--- config.mk ---
export PLATFORM = sky130hd
export DESIGN_NAME = jump_sequencer
export DESIGN_NICKNAME = d
export VERILOG_FILES = /design/src/rtl/jump_sequencer_pkg.sv /design/src/rtl/landing_watchdog.sv /design/src/rtl/jump_sequencer.sv
export SDC_FILE = /design/constraint.sdc
export NUM_CORES = 1
export LEC_CHECK = 0
export BUFFER_PORTS_ARGS = -buffer_cell sky130_fd_sc_hd__buf_4
export CORE_MARGIN = 3
export CORE_UTILIZATION = 46
export DETAILED_ROUTE_END_ITERATION = 7
export PLACE_DENSITY_LB_ADDON = 0.05
export SLEW_MARGIN = 20
export SYNTH_ARGS = -nofsm -noshare
export SYNTH_HDL_FRONTEND = slang
export SYNTH_HIERARCHICAL = 1
export SYNTH_SLANG_ARGS = --single-unit
export TNS_END_PERCENT = 100
--- constraint.sdc ---
create_clock -name clk -period 2.5 [get_ports clk]
set_input_delay 0.25 -clock clk [delete_from_list [all_inputs] [get_ports clk]]
set_output_delay 0.25 -clock clk [all_outputs]
set_load 0.01 [all_outputs]
--- src/rtl/jump_sequencer_pkg.sv ---
// Shared definitions for the jump sequencer: turn states, block sides and
// the default landing timeout.
package jump_sequencer_pkg;

  typedef enum logic [2:0] {
    S_WAIT_IN = 3'd0,
    S_JUMP    = 3'd1,
    S_SCROLL  = 3'd2,
    S_FALL    = 3'd3,
    S_OVER    = 3'd4
  } state_t;

  localparam logic SIDE_LEFT  = 1'b0;
  localparam logic SIDE_RIGHT = 1'b1;

  // Nominal jump is about 6.24 M cycles at 40 MHz; allow some margin.
  localparam int unsigned DEF_LAND_TIMEOUT = 8_000_000;

endpackage

--- src/rtl/landing_watchdog.sv ---
// Landing watchdog: counts cycles while enabled, cleared on demand, and
// flags expiry once the count reaches LAND_TIMEOUT-1 (then holds there).
module landing_watchdog
  import jump_sequencer_pkg::*;
#(
  parameter int unsigned TIMEOUT_W    = 24,
  parameter int unsigned LAND_TIMEOUT = DEF_LAND_TIMEOUT
) (
  input  logic clk,
  input  logic rst,
  input  logic clear,
  input  logic enable,
  output logic expired
);

  localparam logic [TIMEOUT_W-1:0] LIMIT = TIMEOUT_W'(LAND_TIMEOUT - 1);

  logic [TIMEOUT_W-1:0] count_q;
  logic [TIMEOUT_W-1:0] count_d;

  // Next count: clear wins, otherwise count up and stick at the limit.
  always_comb begin
    count_d = count_q;
    if (clear) begin
      count_d = '0;
    end else if (enable && (count_q != LIMIT)) begin
      count_d = count_q + TIMEOUT_W'(1);
    end
  end

  // Counter register.
  always_ff @(posedge clk) begin
    if (rst) begin
      count_q <= '0;
    end else begin
      count_q <= count_d;
    end
  end

  assign expired = (count_q == LIMIT);

endmodule

--- src/rtl/jump_sequencer.sv ---
// Game-turn controller: turns button requests into one character command
// per turn, waits for landing, then triggers a block scroll. Tracks score,
// game-over and a landing watchdog.
module jump_sequencer
  import jump_sequencer_pkg::*;
#(
  parameter int unsigned SCORE_W      = 10,
  parameter int unsigned SCORE_MAX    = 999,
  parameter int unsigned TIMEOUT_W    = 24,
  parameter int unsigned LAND_TIMEOUT = DEF_LAND_TIMEOUT
) (
  input  logic               clk,
  input  logic               rst,
  input  logic               module_en,
  input  logic               btn_left,
  input  logic               btn_right,
  input  logic               next_side,
  input  logic               landed,
  input  logic               scroll_done,
  output logic               jump_left,
  output logic               jump_right,
  output logic               jump_fail,
  output logic               scroll_start,
  output logic [SCORE_W-1:0] score,
  output logic               game_over,
  output logic               busy
);

  localparam logic [SCORE_W-1:0] SCORE_SAT = SCORE_W'(SCORE_MAX);

  state_t             state_q, state_d;
  logic               jump_left_q, jump_left_d;
  logic               jump_right_q, jump_right_d;
  logic               jump_fail_q, jump_fail_d;
  logic               scroll_start_q, scroll_start_d;
  logic [SCORE_W-1:0] score_q, score_d;
  logic               game_over_q, game_over_d;
  logic               busy_q, busy_d;

  logic soft_rst;
  logic wd_clear;
  logic wd_enable;
  logic wd_expired;

  assign soft_rst = rst | ~module_en;

  landing_watchdog #(
    .TIMEOUT_W   (TIMEOUT_W),
    .LAND_TIMEOUT(LAND_TIMEOUT)
  ) u_watchdog (
    .clk    (clk),
    .rst    (soft_rst),
    .clear  (wd_clear),
    .enable (wd_enable),
    .expired(wd_expired)
  );

  // Next-state and registered-output logic for one game turn.
  always_comb begin
    state_d        = state_q;
    jump_left_d    = 1'b0;
    jump_right_d   = 1'b0;
    jump_fail_d    = 1'b0;
    scroll_start_d = 1'b0;
    score_d        = score_q;
    game_over_d    = game_over_q;
    wd_clear       = 1'b0;
    wd_enable      = (state_q == S_JUMP) || (state_q == S_FALL);

    case (state_q)
      S_WAIT_IN: begin
        if (btn_left ^ btn_right) begin
          wd_clear = 1'b1;
          if ((btn_left && (next_side == SIDE_LEFT)) ||
              (btn_right && (next_side == SIDE_RIGHT))) begin
            jump_left_d  = btn_left;
            jump_right_d = btn_right;
            state_d      = S_JUMP;
          end else begin
            jump_fail_d = 1'b1;
            state_d     = S_FALL;
          end
        end else if (btn_left && btn_right) begin
          // Ambiguous request counts as a wrong guess.
          wd_clear    = 1'b1;
          jump_fail_d = 1'b1;
          state_d     = S_FALL;
        end
      end
      S_JUMP: begin
        // landed takes priority over a coincident timeout.
        if (landed) begin
          score_d        = (score_q == SCORE_SAT) ? score_q : score_q + SCORE_W'(1);
          scroll_start_d = 1'b1;
          state_d        = S_SCROLL;
        end else if (wd_expired) begin
          game_over_d = 1'b1;
          state_d     = S_OVER;
        end
      end
      S_SCROLL: begin
        if (scroll_done) begin
          state_d = S_WAIT_IN;
        end
      end
      S_FALL: begin
        if (landed || wd_expired) begin
          game_over_d = 1'b1;
          state_d     = S_OVER;
        end
      end
      S_OVER: begin
        state_d = S_OVER;
      end
      default: begin
        state_d = S_WAIT_IN;
      end
    endcase

    busy_d = (state_d != S_WAIT_IN);
  end

  // State and output registers; module_en low behaves as reset.
  always_ff @(posedge clk) begin
    if (soft_rst) begin
      state_q        <= S_WAIT_IN;
      jump_left_q    <= 1'b0;
      jump_right_q   <= 1'b0;
      jump_fail_q    <= 1'b0;
      scroll_start_q <= 1'b0;
      score_q        <= '0;
      game_over_q    <= 1'b0;
      busy_q         <= 1'b0;
    end else begin
      state_q        <= state_d;
      jump_left_q    <= jump_left_d;
      jump_right_q   <= jump_right_d;
      jump_fail_q    <= jump_fail_d;
      scroll_start_q <= scroll_start_d;
      score_q        <= score_d;
      game_over_q    <= game_over_d;
      busy_q         <= busy_d;
    end
  end

  assign jump_left    = jump_left_q;
  assign jump_right   = jump_right_q;
  assign jump_fail    = jump_fail_q;
  assign scroll_start = scroll_start_q;
  assign score        = score_q;
  assign game_over    = game_over_q;
  assign busy         = busy_q;

endmodule

Word-level counts from Yosys, hierarchy flattened
Cells that the tools add are included.

$add $sub $neg: 2. Bitwise operators: 9. Reductions and logical operators: 16. Multiplexer cells: 18. Equality and inequality tests: 10.

Operators with widths (number): adder 24 x 1 -> 24 bit (second input constant) (1); == test 24 x 23 -> 1 bit (second input constant) (1); inequality test 24 x 23 -> 1 bit (second input constant) (1); two-way mux 3 bit (6); one-hot mux 3 bit (5 select lines) (1); adder 10 x 1 -> 10 bit (second input constant) (1); == test 10 bit (second input constant) (1); two-way mux 1 bit (9); NOT 1 bit (7); == test 3 x 2 -> 1 bit (second input constant) (2); OR reduction 2 bit (3); logical AND 1 bit (4); inequality test 2 bit (second input constant) (2); AND reduction 4 bit (1); OR reduction 4 bit (1); == test 3 x 1 -> 1 bit (second input constant) (1); == test 3 bit (second input constant) (1); logical NOT 3 bit (1); logical OR 1 bit (3); AND reduction 3 bit (1); nonzero test 3 bit (1); two-way mux 2 bit (1); inequality test 2 x 1 -> 1 bit (second input constant) (1); one-hot mux 1 bit (2 select lines) (1); other kinds (3) (3).

Bits in registers: 43.

Longest topological paths before layout
Word-level depth: 7. Mapped depth: 8. Depth with buffers taken out: 8.

By module
The synthesis kept the hierarchy.

By module, submodules not included: landing_watchdog (instances 1, area an instance 1212.4 sq um, sequential area each 480.5 sq um, cells each 142); jump_sequencer (instances 1, area an instance 928.4 sq um, sequential area each 380.4 sq um, cells each 104).

Worst setup path before layout
OpenSTA, ideal clock, no wires.

Path kind: register to register. Start: register u_watchdog.count_q[0]. End: register u_watchdog.count_q[21]. Data arrival time: 1786 ps. Path buffers: 1. Stages on the path, launching flop included: 8. Path slack: 644 ps. Clock period less this slack: 1856 ps. Cells stage by stage: dfxtp_1 -> ha_1 -> and3_1 -> nand4b_1 -> o21ai_1 -> buf_2 -> or4_1 -> a21oi_1.

Word-level cells in the longest chain between the ends: 2.

Ends and longest elaborated chain: from (decl) (RTL line landing_watchdog.sv:18) `logic [TIMEOUT_W-1:0] count_q;`; from (signal assigned) (RTL line landing_watchdog.sv:36) `count_q <= count_d;`; parallel branches: the longest is 2 deep, another holds adder 24 x 1 -> 24 bit.

Several ways; the timed one is not identified. A chain may end at the register's enable or synchronous reset.

Final worst setup path
Start: register u_watchdog.count_q[0]. End: register u_watchdog.count_q[23].

Same word-level chain as after synthesis.

==> out/metrics.cfg <==
[outcome]
status = complete, no violations

[final_layout]
drive_above_1_share = 0.158
syn_to_final_growth_pct = 15.2
n_antenna_cell = 0
final_cells = 325
utilization = 0.559
fin_nets = 284
num-fill-cells = 437

[timing]
worst_pin_slew_ns = 0.453
finalSetupViolCount = 0
final.setup_skew_ns = 0.00644
min_period_ns = 2.02
fin_tns_setup_ns = 0
fmax_mhz = 496
rsz0062_at_grt = false
fin_crit_sh = 0.807
holdWs_ns = 0.178
slew_headroom = 0.698
hold_viol_final = 0
report.final.slew_viol_count = 0

[yosys]
ys_seq_area_frac = 0.402
yosysWarnings = 6
yosysTopAreaCell = dfxtp_1
postSynthAreaPerCell_um2 = 8.70
synth_top_flop_cell = dfxtp_1
synth_top_area_frac = 0.402
synth_edf_count = 0
synthTopCellsByArea = dfxtp_1 (40%), nor2_1 (5.1%), xnor2_1 (4.5%), a21oi_1 (3.5%), nand3_1 (2.8%)
async_reset_ff_frac = 0
syn_inst = 246
syn_area_um2 = 2140
synth_cell_types = 54
syn-num-nets = 258
ys_ff_latch = 43

[setup_path]
cpMaxStageDelayCell = or4b_1
critical_path_buf_inv_count = 1
critPathMaxStageDelay_ns = 0.49
cp_top_family = simple AND/OR/NAND/NOR gates
path_class = flop to flop
worst_setup_path_end_kind = flop
start_kind = flop
cp.required_ns = 2.72
crit_chain = ha_1 > and3_1 > nand4b_1 > o21ai_1 > buf_4 > or4b_1 > a21oi_1
worstPathArrival_ns = 2.23
crit_fanout = 13

[clock_tree]
clockBufferDepth = 2
cts_resized = 0
cts_tree = built
postCtsHoldBufs = 0
cts.sinks = 43
root_buffer = clkbuf_8
cts_htree_levels = 2
cts_setup_buffers = 0
clk_pin_slew_worst_paths_ns = 0.08
numCtsBuffers = 5
clock_latency_ns = 0.29

[routing]
totalWireLength_um = 4400
drc_errors = 0
drtAntennaViolNets = 0
avgViaCountPerCell = 5.71
num_vias = 1856
wl_per_cell_um = 13.5
drtPass1Iterations = 4
drt-initial-drc-count = 122

[floorplan]
rows = 24
core_um2 = 4410
die_h_um = 74.2
initial_core_util = 0.485
die_x_um = 74.2
die_area_um2 = 5510
ios = 24

[min_path]
hp-class = input port to flop

[global_routing]
antenna_found_initial = 0
gr-total-overflow = 0
grt_pass1_vias = 1732
grt_pass1_wl_um = 7730
grt_max_degree = 23
gr-usage-all-layers = 0.176

[flow_run]
drv_cap = 0

[placed_design]
dp_hpwl_um = 3190
dp.cells = 317
io_buffers = 23
gp_congestion = 0.951

[power_and_ir_drop]
powerDensity_nw_per_um2 = 515
leakagePower_nw = 0.859
ir_worst_vdd_mv = 0.322

## final timing paths
kind | from | end | slack (ns) | depth (start not counted)
worst min-delay path | next_side | jump_left | 0.18 | 2
worst min register to register | game_over | game_over | 0.49 | 2
worst max-delay path | u_watchdog/count_q[0] | u_watchdog/count_q[23] | 0.48 | 7
worst max register to register | u_watchdog/count_q[0] | u_watchdog/count_q[23] | 0.48 | 7
## per-layer routing
metal / wire [µm] / GRT usage / vias to the layer above
li1: - / - / 961
met1: 2140 / 0.228 / 877
met2: 2160 / 0.297 / 16
met3: 96 / 0.0419 / 2
met4: 8 / 0.0415 / 0
met5: 0 / 0 / -
## final cells by class
cell class	instances	area [µm²]	area share
clock buffers	8	100	0.0406
inverters	6	22.5	0.00913
multi-input cells	189	1210	0.493
flip-flops and latches	43	861	0.349
well taps	52	65.1	0.0264
repair buffers	27	203	0.0822
## synth_stat cells (all sizes together), types with 2 or more instances
cell	n
dfxtp	43
nor2	29
a21oi	15
nand2	15
nand3	12
xnor2	11
nand4	10
o21ai	10
nor3	9
and3	7
buf	6
inv	6
xor2	6
nor4	5
and4	4
ha	4
o21a	4
or3	4
or4	4
a31oi	3
nor4b	3
o31ai	3
a21boi	2
a311oi	2
clkbuf	2
mux2i	2
nor2b	2
nor3b	2
o2111ai	2
o211ai	2
o41ai	2
or2	2
## sequential cells by signal (all words and copies together) (netlist names)
name	count
busy	1
game_over	1
jump_fail	1
jump_left	1
jump_right	1
score	10
scroll_start	1
state_q	3
u_watchdog/count_q	24
## worst register-to-register path, stage by stage, from the launching register on
cell and delay [ns]:
dfxtp_1 0.35, ha_1 0.25, and3_1 0.24, nand4b_1 0.18, o21ai_1 0.10, buf_4 0.19
or4b_1 0.50, a21oi_1 0.15
## per-stage QoR
stage	cell area (µm²)	setup WS (ns)	power (mW)
floorplan	2140	0.644	0.774
global placement	2370	0.510	0.809
detailed placement	2370	0.503	0.808
CTS	2470	0.482	1.29
global route	2470	0.311	1.33
finish	2470	0.482	1.27
## kinds of logic (layout without fill, tap and decap cells)
group / count (synthesis) / count (layout) / share of synthesized area
multiplexers: 2 / 2 / 0.00935
adder cells (fa/ha/maj): 4 / 4 / 0.0234
flip-flops: 43 / 43 / 0.402
XOR/XNOR: 17 / 17 / 0.0695
AND/OR/NAND/NOR: 116 / 116 / 0.313
buffers and inverters: 14 / 41 / 0.0304
AO/OA/AOI/OAI: 50 / 50 / 0.152
## report_power, final
| group | switching (mW) | internal, mW | leakage (nW) | total (mW) |
|---|---|---|---|---|
| clock | 0.226 | 0.252 | 0.0515 | 0.479 |
| combinational | 0.0514 | 0.0414 | 0.460 | 0.0928 |
| sequential | 0.00776 | 0.691 | 0.347 | 0.699 |
## cells in the final DEF, fill, tap and decap left out, types with 5 or more instances in the layout
| cell type | instances |
|---|---|
| xor2_1 | 6 |
| inv_1 | 6 |
| nand3_1 | 12 |
| nor4_1 | 5 |
| nand4_1 | 9 |
| nor2_1 | 29 |
| nor3_1 | 9 |
| dfxtp_1 | 43 |
| a21oi_1 | 15 |
| buf_4 | 27 |
| and3_1 | 6 |
| nand2_1 | 15 |
| clkbuf_8 | 7 |
| o21ai_0 | 6 |
| xnor2_1 | 11 |
(Power assumes the default switching activity.)
